==> config.mk <==
export PLATFORM = sky130hd
export DESIGN_NAME = fcl_pro_array
export DESIGN_NICKNAME = d
export VERILOG_FILES = /design/src/rtl/fcl_pro_array.sv
export SDC_FILE = /design/constraint.sdc
export NUM_CORES = 2
export LEC_CHECK = 0
export BUFFER_PORTS_ARGS = -buffer_cell sky130_fd_sc_hd__buf_2
export CAP_MARGIN = 10
export CORE_MARGIN = 1.5
export CORE_UTILIZATION = 36
export CTS_CLUSTER_SIZE = 24
export DETAILED_ROUTE_END_ITERATION = 10
export SYNTH_ARGS = -nofsm -noshare
export SYNTH_HDL_FRONTEND = slang
export SYNTH_SLANG_ARGS = --single-unit
==> constraint.sdc <==
create_clock -name clk -period 26 [get_ports clk]
set_input_delay 1.3 -clock clk [delete_from_list [all_inputs] [get_ports clk]]
set_output_delay 1.3 -clock clk [all_outputs]
set_load 0.01 [all_outputs]
==> src/rtl/fcl_pro_array.sv <==
// fcl_pro_array: binary-weight fully-connected PE array.
// Streams signed pixels, accumulates +/-pixel per neuron over a vector
// delimited by in_last (or forced at MAX_LEN), then applies an arithmetic
// right shift and saturates each neuron to OUT_W bits.
// Optional feature macro: FCL_PRO_BIAS_EN adds a per-neuron bias_in port
// that seeds the accumulators on the first beat of each vector.
module fcl_pro_array #(
  parameter int PIX_W   = 8,
  parameter int PAR     = 16,
  parameter int ACC_W   = 24,
  parameter int OUT_W   = 8,
  parameter int MAX_LEN = 1024,
  parameter int SH_W    = 5
) (
  input  logic                   clk,
  input  logic                   rst,
  input  logic                   in_valid,
  output logic                   in_ready,
  input  logic [PIX_W-1:0]       in_data,
  input  logic [PAR-1:0]         in_w,
  input  logic                   in_last,
  input  logic [SH_W-1:0]        shift,
`ifdef FCL_PRO_BIAS_EN
  input  logic [PAR*ACC_W-1:0]   bias_in,
`endif
  output logic                   out_valid,
  input  logic                   out_ready,
  output logic [PAR*OUT_W-1:0]   out_data,
  output logic                   len_err
);

  localparam int CNT_W = $clog2(MAX_LEN + 1);
  localparam logic [CNT_W-1:0] MAX_CNT = CNT_W'(MAX_LEN);

  if (ACC_W < PIX_W + $clog2(MAX_LEN) + 1) begin : g_acc_w_check
    $error("fcl_pro_array: ACC_W too narrow for PIX_W and MAX_LEN");
  end

  typedef enum logic [1:0] {
    IDLE,
    ACC,
    DRAIN
  } state_e;

  state_e                  state_q, state_d;
  logic signed [ACC_W-1:0] acc_q [PAR];
  logic signed [ACC_W-1:0] acc_d [PAR];
  logic [CNT_W-1:0]        cnt_q, cnt_d;
  logic [SH_W-1:0]         shift_q, shift_d;
  logic [PAR*OUT_W-1:0]    out_data_q, out_data_d;
  logic                    len_err_q, len_err_d;

  logic [SH_W-1:0]         sh_sel;
  int unsigned             sh_amt;
  logic signed [PIX_W:0]   pix_ext;
  logic [PAR*ACC_W-1:0]    sum_flat;
  logic [PAR*OUT_W-1:0]    sat_flat;
  logic [CNT_W-1:0]        cnt_inc;

  // Shift amount: live input on the first beat, latched value afterwards.
  // Amounts beyond ACC_W-1 are clamped, which gives the same sign fill.
  always_comb begin
    sh_sel  = (state_q == IDLE) ? shift : shift_q;
    sh_amt  = 32'(sh_sel);
    if (sh_amt > unsigned'(ACC_W - 1)) sh_amt = unsigned'(ACC_W - 1);
    pix_ext = {in_data[PIX_W-1], in_data};
  end

  for (genvar g = 0; g < PAR; g++) begin : g_pe
    logic signed [PIX_W:0]   c_full;
    logic signed [ACC_W-1:0] contrib;
    logic signed [ACC_W-1:0] base;
    logic signed [ACC_W-1:0] sum;
    logic signed [ACC_W-1:0] shd;
    logic [ACC_W-OUT_W:0]    hi;

    // One extra bit of headroom so negating the most negative pixel cannot wrap.
    assign c_full  = in_w[g] ? pix_ext : -pix_ext;
    assign contrib = {{(ACC_W-PIX_W-1){c_full[PIX_W]}}, c_full};
`ifdef FCL_PRO_BIAS_EN
    assign base    = (state_q == IDLE) ? bias_in[g*ACC_W +: ACC_W] : acc_q[g];
`else
    assign base    = (state_q == IDLE) ? '0 : acc_q[g];
`endif
    assign sum     = base + contrib;
    assign shd     = sum >>> sh_amt;
    // Fits in OUT_W iff all bits from OUT_W-1 upward agree with the sign.
    assign hi      = shd[ACC_W-1:OUT_W-1];
    assign sat_flat[g*OUT_W +: OUT_W] =
      (&hi || ~|hi) ? shd[OUT_W-1:0] :
      (shd[ACC_W-1] ? {1'b1, {(OUT_W-1){1'b0}}} : {1'b0, {(OUT_W-1){1'b1}}});
    assign sum_flat[g*ACC_W +: ACC_W] = sum;
  end

  // Next-state, handshake and register-update logic.
  always_comb begin
    state_d    = state_q;
    acc_d      = acc_q;
    cnt_d      = cnt_q;
    shift_d    = shift_q;
    out_data_d = out_data_q;
    len_err_d  = len_err_q;
    in_ready   = 1'b0;
    out_valid  = 1'b0;
    cnt_inc    = (state_q == IDLE) ? CNT_W'(1) : cnt_q + CNT_W'(1);

    case (state_q)
      IDLE, ACC: begin
        in_ready = 1'b1;
        if (in_valid) begin
          for (int unsigned i = 0; i < PAR; i++) begin
            acc_d[i] = sum_flat[i*ACC_W +: ACC_W];
          end
          cnt_d = cnt_inc;
          if (state_q == IDLE) shift_d = shift;
          if (in_last || (cnt_inc == MAX_CNT)) begin
            state_d    = DRAIN;
            out_data_d = sat_flat;
            len_err_d  = !in_last;
          end else begin
            state_d = ACC;
          end
        end
      end
      DRAIN: begin
        out_valid = 1'b1;
        if (out_ready) begin
          state_d   = IDLE;
          len_err_d = 1'b0;
        end
      end
      default: state_d = IDLE;
    endcase
  end

  // State and datapath registers with asynchronous reset.
  always_ff @(posedge clk or posedge rst) begin
    if (rst) begin
      state_q    <= IDLE;
      for (int unsigned i = 0; i < PAR; i++) acc_q[i] <= '0;
      cnt_q      <= '0;
      shift_q    <= '0;
      out_data_q <= '0;
      len_err_q  <= 1'b0;
    end else begin
      state_q    <= state_d;
      acc_q      <= acc_d;
      cnt_q      <= cnt_d;
      shift_q    <= shift_d;
      out_data_q <= out_data_d;
      len_err_q  <= len_err_d;
    end
  end

  assign out_data = out_data_q;
  assign len_err  = len_err_q;

endmodule

[Yosys cells after proc, flatten, opt, wreduce, memory -nomap -nowiden]
Cells that the tools add are included.
Storage, ports and cells
  bits in writable memories: 0
  word-level logic and storage cells: 212
  memories: 0
  input bits: 34
  output and inout bits: 131
  bits in latches: 0
  bits in read-only memories: 0
  register bits after elaboration: 531
Cells by class
  reduce and logical (&&, ||, !) cells: 73
  bitwise operators: 0
  add/sub/neg operators: 18
  div/mod/pow operators: 0
  multiply operators: 0
  shift operators: 16
  equal/unequal tests: 6
  magnitude comparators: 1
  muxes and demuxes: 77
Operator list (count)
  24-bit by 32-bit >>> shifter with 24-bit output: 16
  24-bit by 9-bit adder with 24-bit output: 16
  24-bit two-way mux: 16
  17-bit AND reduction: 16
  17-bit OR reduction: 16
  8-bit two-way mux: 32
  9-bit two-way mux: 16
  1-bit logical NOT: 17
  1-bit logical OR: 17
  11-bit by 1-bit adder with 11-bit output (second input constant): 1
  11-bit equality test (second input constant): 1
  11-bit two-way mux: 1
  5-bit two-way mux: 2
  8-bit negator with 9-bit output: 1
  2-bit two-way mux: 3
  2-bit != test (second input constant): 3
  5-bit > comparator (second input constant): 1
  1-bit two-way mux: 5
  2-bit case mux with 2 select lines: 1
  2-bit AND reduction: 2
  4-bit AND reduction: 1
  3-bit AND reduction: 1
  2-bit by 1-bit equality test with 1-bit output (second input constant): 1
  2-bit equality test (second input constant): 1
  4 further kinds: 4

[Logic depth before layout (Yosys ltp)]
  depth in word-level cells: 9
  gate-level depth with buffers: 31

[Worst setup path before layout]
Ideal clock, no wire load.
  kind: input-to-reg
  start: input in_data[1]
  end: register out_data_q[54], in the netlist out_data[54]
  path buffers: 5
  data arrival time: 7216 ps
  library setup time: 134 ps
  data required time: 25866 ps
  stages on the path: 26
  slack: 18650 ps
  cells stage by stage: clkbuf_1 -> clkbuf_1 -> inv_1 -> ha_1 -> buf_2 -> or3b_1 -> buf_4 -> nor3_1 -> clkbuf_1 -> nor2_1 -> xor2_1 -> ha_1 -> or3_1 -> or2_2 -> o211ai_1 -> o21a_1 -> o21ai_0 -> a211o_2 -> xor2_1 -> a221oi_1 -> a221oi_1 -> nand3_1 -> nor4_1 -> o221a_2 -> nor3b_2 -> nor2_1
On the way
  longest elaborated chain between the ends: 8
  elaborated cells on any way between the ends: 10
  those cells by class: add/sub: 2; shift: 1; mux: 3; reduce/logical: 4
RTL lines
  start: declaration: line 19  | input logic [PIX_W-1:0] in_data,
  8-bit negator with 9-bit output: line 78  | assign c_full = in_w[g] ? pix_ext : -pix_ext;
  9-bit two-way mux *: line 78
  24-bit by 9-bit adder with 24-bit output *: line 85  | assign sum = base + contrib;
  24-bit by 32-bit >>> shifter with 24-bit output *: line 86  | assign shd = sum >>> sh_amt;
  17-bit OR reduction: line 90  | (&hi || ~|hi) ? shd[OUT_W-1:0] :
  1-bit logical NOT: line 90
  1-bit logical OR: line 90
  8-bit two-way mux *: line 90
  end signal: assignment: line 150  | out_data_q <= out_data_d;
  end: declaration: line 50  | logic [PAR*OUT_W-1:0] out_data_q, out_data_d;
Mark *: on every way between the ends. The rest lies on a longest branch, timed or not.
A chain may end at the register's enable or synchronous reset.

[Worst setup path in the final report]
  start: input in_data[1]
  end: register out_data_q[69], in the netlist out_data[69]
The elaborated chain is that of the path after synthesis.

==> impl_metrics.csv <==
group,metric,value,unit
run_status,status,"finished clean",
cts,cts_buffer_depth,3,
synth,synth.largest_area_cell,"dfrtp_1",
synth,yosysMostFrequentCell,"nand2_1",
pwr,pwr-share-seq,12.7,%
pwr,ir_drop,0.000104,V
die,num_rows,162,
die,die_w,446,um
cts,clock_latency,0.76,ns
detailed_routing,drc_errors,0,
pwr,cellPowerDensity,171,nW/um2
global_routing,antenna_found_initial,33,
pwr,p_sw,0.00800,W
finish,ff_latch_area,13300,um2
synth,syn-num-nets,10438,
placed_design,dp_cells,12328,
timing,final_hold_viol_count,0,
detailed_routing,ant_nets,0,
finish,syn_to_final_growth,7.81,%
pwr,combPwrFrac,78.6,%
finish,drive_above_1_share,8.01,%
cts,post-cts-setup-buffers,0,
synth,synth_flop_cell,"dfrtp_1",
pwr,p_int,0.00502,W
timing,period_share,35.1,%
placed_design,dp_hpwl,260,mm
pwr,p_leak,31.1,nW
synth,syn_area,70600,um2
timing,rsz0062_at_grt,"false",
placed_design,gp_congestion,1.05,
synth,synth_cell_type_count,129,
die,pin_count,165,
cts,clk_pin_slew,0.06,ns
synth,yosys_register_bits,531,
worst_setup_path,critPathLaunchType,"input pin",
timing,skew,0.0491,ns
placed_design,port_buffers,164,
synth,synth_top_area_share,18.8,%
global_routing,overflow,0,
synth,yosys_warnings,0,
die,coreArea,195000,um2
synth,netlist_top_cells_area,"dfrtp_1 (19%), nand2_1 (8.6%), o21ai_0 (6.3%)",
cts,cts_hold_buf,0,
worst_setup_path,cp_data_arrival_time,9.77,ns
detailed_routing,wl_per_cell,29.9,um
die,die_y,446,um
worst_setup_path,crit_type,"input pin to flop",
die,start_util,36.2,%
worst_setup_path,ff2ff_setup_slack,17.56,ns
synth,synth.top_cells.by_count,"nand2_1 (1621), nor2_1 (984), o21ai_0 (888)",
synth,synth_edf_count,0,
pwr,sw_frac_of_total,61.4,%
finish,final_util,39.0,%
cts,cts-buffers-inserted,76,
global_routing,grt_max_degree,177,
timing,finalSetupViolCount,0,
worst_setup_path,crit_fanout,26,
worst_setup_path,critPathCaptureType,"flop",
detailed_routing,dr.first_iter.drc_count,11910,
cts,h-tree-depth,3,
finish,nFillCells,20640,
detailed_routing,drtPass1Iterations,9,
synth,yosysSeqAreaShare,18.8,%
global_routing,grtUsageMet2,53.8,%
timing,maxSlewViolCount,0,
min_path,hp-class,"flop to flop",
global_routing,grt_usage,35.9,%
timing,slew_headroom,8.71,%
timing,fmax,0.110,GHz
synth,synth_cells,10115,
flow_run,drv_cap,0,
timing,worst_slew_pin_slew,1.37,ns
finish,nNetsFinal,10105,
timing,setup-tns-final,0,ns
finish,final_cells,12479,
cts,cts_sinks,531,
timing,period_minus_slack,9.13,ns
worst_setup_path,required,26.65,ns
pwr,clkPwrFrac,8.7,%
global_routing,grtUsageMet3,9.11,%
cts,cts_tree,"done",
global_routing,grt-busiest-layer,"met2",
finish,multi_input_area,54100,um2
global_routing,grt_pass1_wl,537,mm
synth,synth-async-reset-ratio,100,%
synth,avgSynthCellArea,6.98,um2
detailed_routing,vias,84038,
detailed_routing,wirelength,373,mm
die,fp.dieArea,199000,um2
detailed_routing,vias_per_cell,6.73,
cts,cts_root_buf,"clkbuf_16",
global_routing,grt_pass1_vias,77987,
cts,cts.repair.resized,0,
global_routing,grtUsageMet1,44.1,%
==> cells in the final DEF, fill, tap and decap left out, types with 87 or more instances in the layout <==
cell      netlist  routed
a211oi_1      240     240
a21o_1        155     155
a21oi_1       703     703
a221oi_1      104     104
a31oi_1       131     131
and2_1        349     348
buf_2         117     164
buf_4          27     185
dfrtp_1       531     529
ha_1          273     273
inv_1         100      99
mux2i_1       213     210
nand2_1      1621    1602
nand3_1       241     240
nand4_1        87      87
nor2_1        984     960
nor3_1        203     201
o211ai_1      219     219
o21a_1        105     105
o21ai_0       888     887
o221ai_1      108     108
o22ai_1       169     169
xnor2_1       301     300
xor2_1        172     172
==> power by group through the flow <==
| stage | Combinational, W | Clock (W) | Sequential [W] |
|---|---|---|---|
| 2_1_floorplan | 0.00659 | 0 | 0.00144 |
| 3_3_place_gp | 0.00974 | 0 | 0.00163 |
| 3_5_place_dp | 0.00975 | 0 | 0.00164 |
| 4_1_cts | 0.00980 | 0.00115 | 0.00163 |
| 5_1_grt | 0.0108 | 0.00118 | 0.00168 |
| 6_report | 0.0102 | 0.00114 | 0.00166 |
==> state kept, by name (all words and copies together), names as in the netlist <==
signal    flops
acc_q       384
out_data    128
cnt_q        11
shift_q       5
state_q       2
len_err       1
==> per-stage QoR <==
step,hold slack [ns],setup slack (ns),power (W),instance area (um2)
2_1_floorplan,0.437,9.86,0.00803,70600
3_3_place_gp,0.449,16.57,0.0114,73500
3_5_place_dp,0.454,16.49,0.0114,73500
4_1_cts,0.468,17.24,0.0126,76100
5_1_grt,0.484,16.48,0.0136,76100
6_report,0.462,16.87,0.0130,76100
==> path summary, 6_finish.rpt <==
kind	start	to	cells past startpoint
max in group asynchronous	rst	out_data[27]	5
min reg2reg	acc_q[228]	acc_q[228]	2
max	in_data[1]	out_data[69]	26
max reg2reg	state_q[1]	out_data[45]	19
min in group asynchronous	rst	acc_q[220]	2
min	acc_q[228]	acc_q[228]	2
==> cells by family after synthesis <==
family / synth area share (%)
and+or+nand+nor: 25.6
AOI/OAI and AO/OA: 34.9
buffers and inverters: 5.09
DFF: 18.8
xor gates and xnor gates: 6.16
adders and majority gates: 5.43
muxes: 3.98
==> critical path: stages <==
cell	delay [ns]
buf_2	0.10
buf_4	0.27
inv_1	0.11
ha_1	0.14
buf_4	0.41
nor3b_4	0.49
buf_4	0.35
buf_4	0.52
a21o_1	0.20
buf_4	0.35
inv_2	0.30
ha_1	0.49
or3_1	0.39
a211oi_1	0.53
nor4_1	0.25
o21ai_0	0.33
nor2_1	0.11
a32o_1	0.26
nor2_1	0.83
nand2_1	0.21
o211ai_1	0.23
o221ai_1	0.17
or4b_2	0.66
a211oi_1	0.27
nor2_1	0.18
o2bb2ai_1	0.18
==> routing by layer <==
metal  wire [um]  up-vias  share of wire, %
met3       38600     1520                10
met5          86        -             0.023
met1      143000    40244                38
li1            -    36874                 -
met2      157000     5386                42
met4       34400       14               9.2
==> cell type report <==
cell class	count	area share (%)
antenna	18	0.0592
clock buffer	102	2.83
clock inverter	31	0.542
timing repair buffer	360	3.19
tap	2624	4.31
inverter	113	0.574
sequential	531	17.5
multi-input combinational	8700	71.0
(Power assumes the default switching activity.)
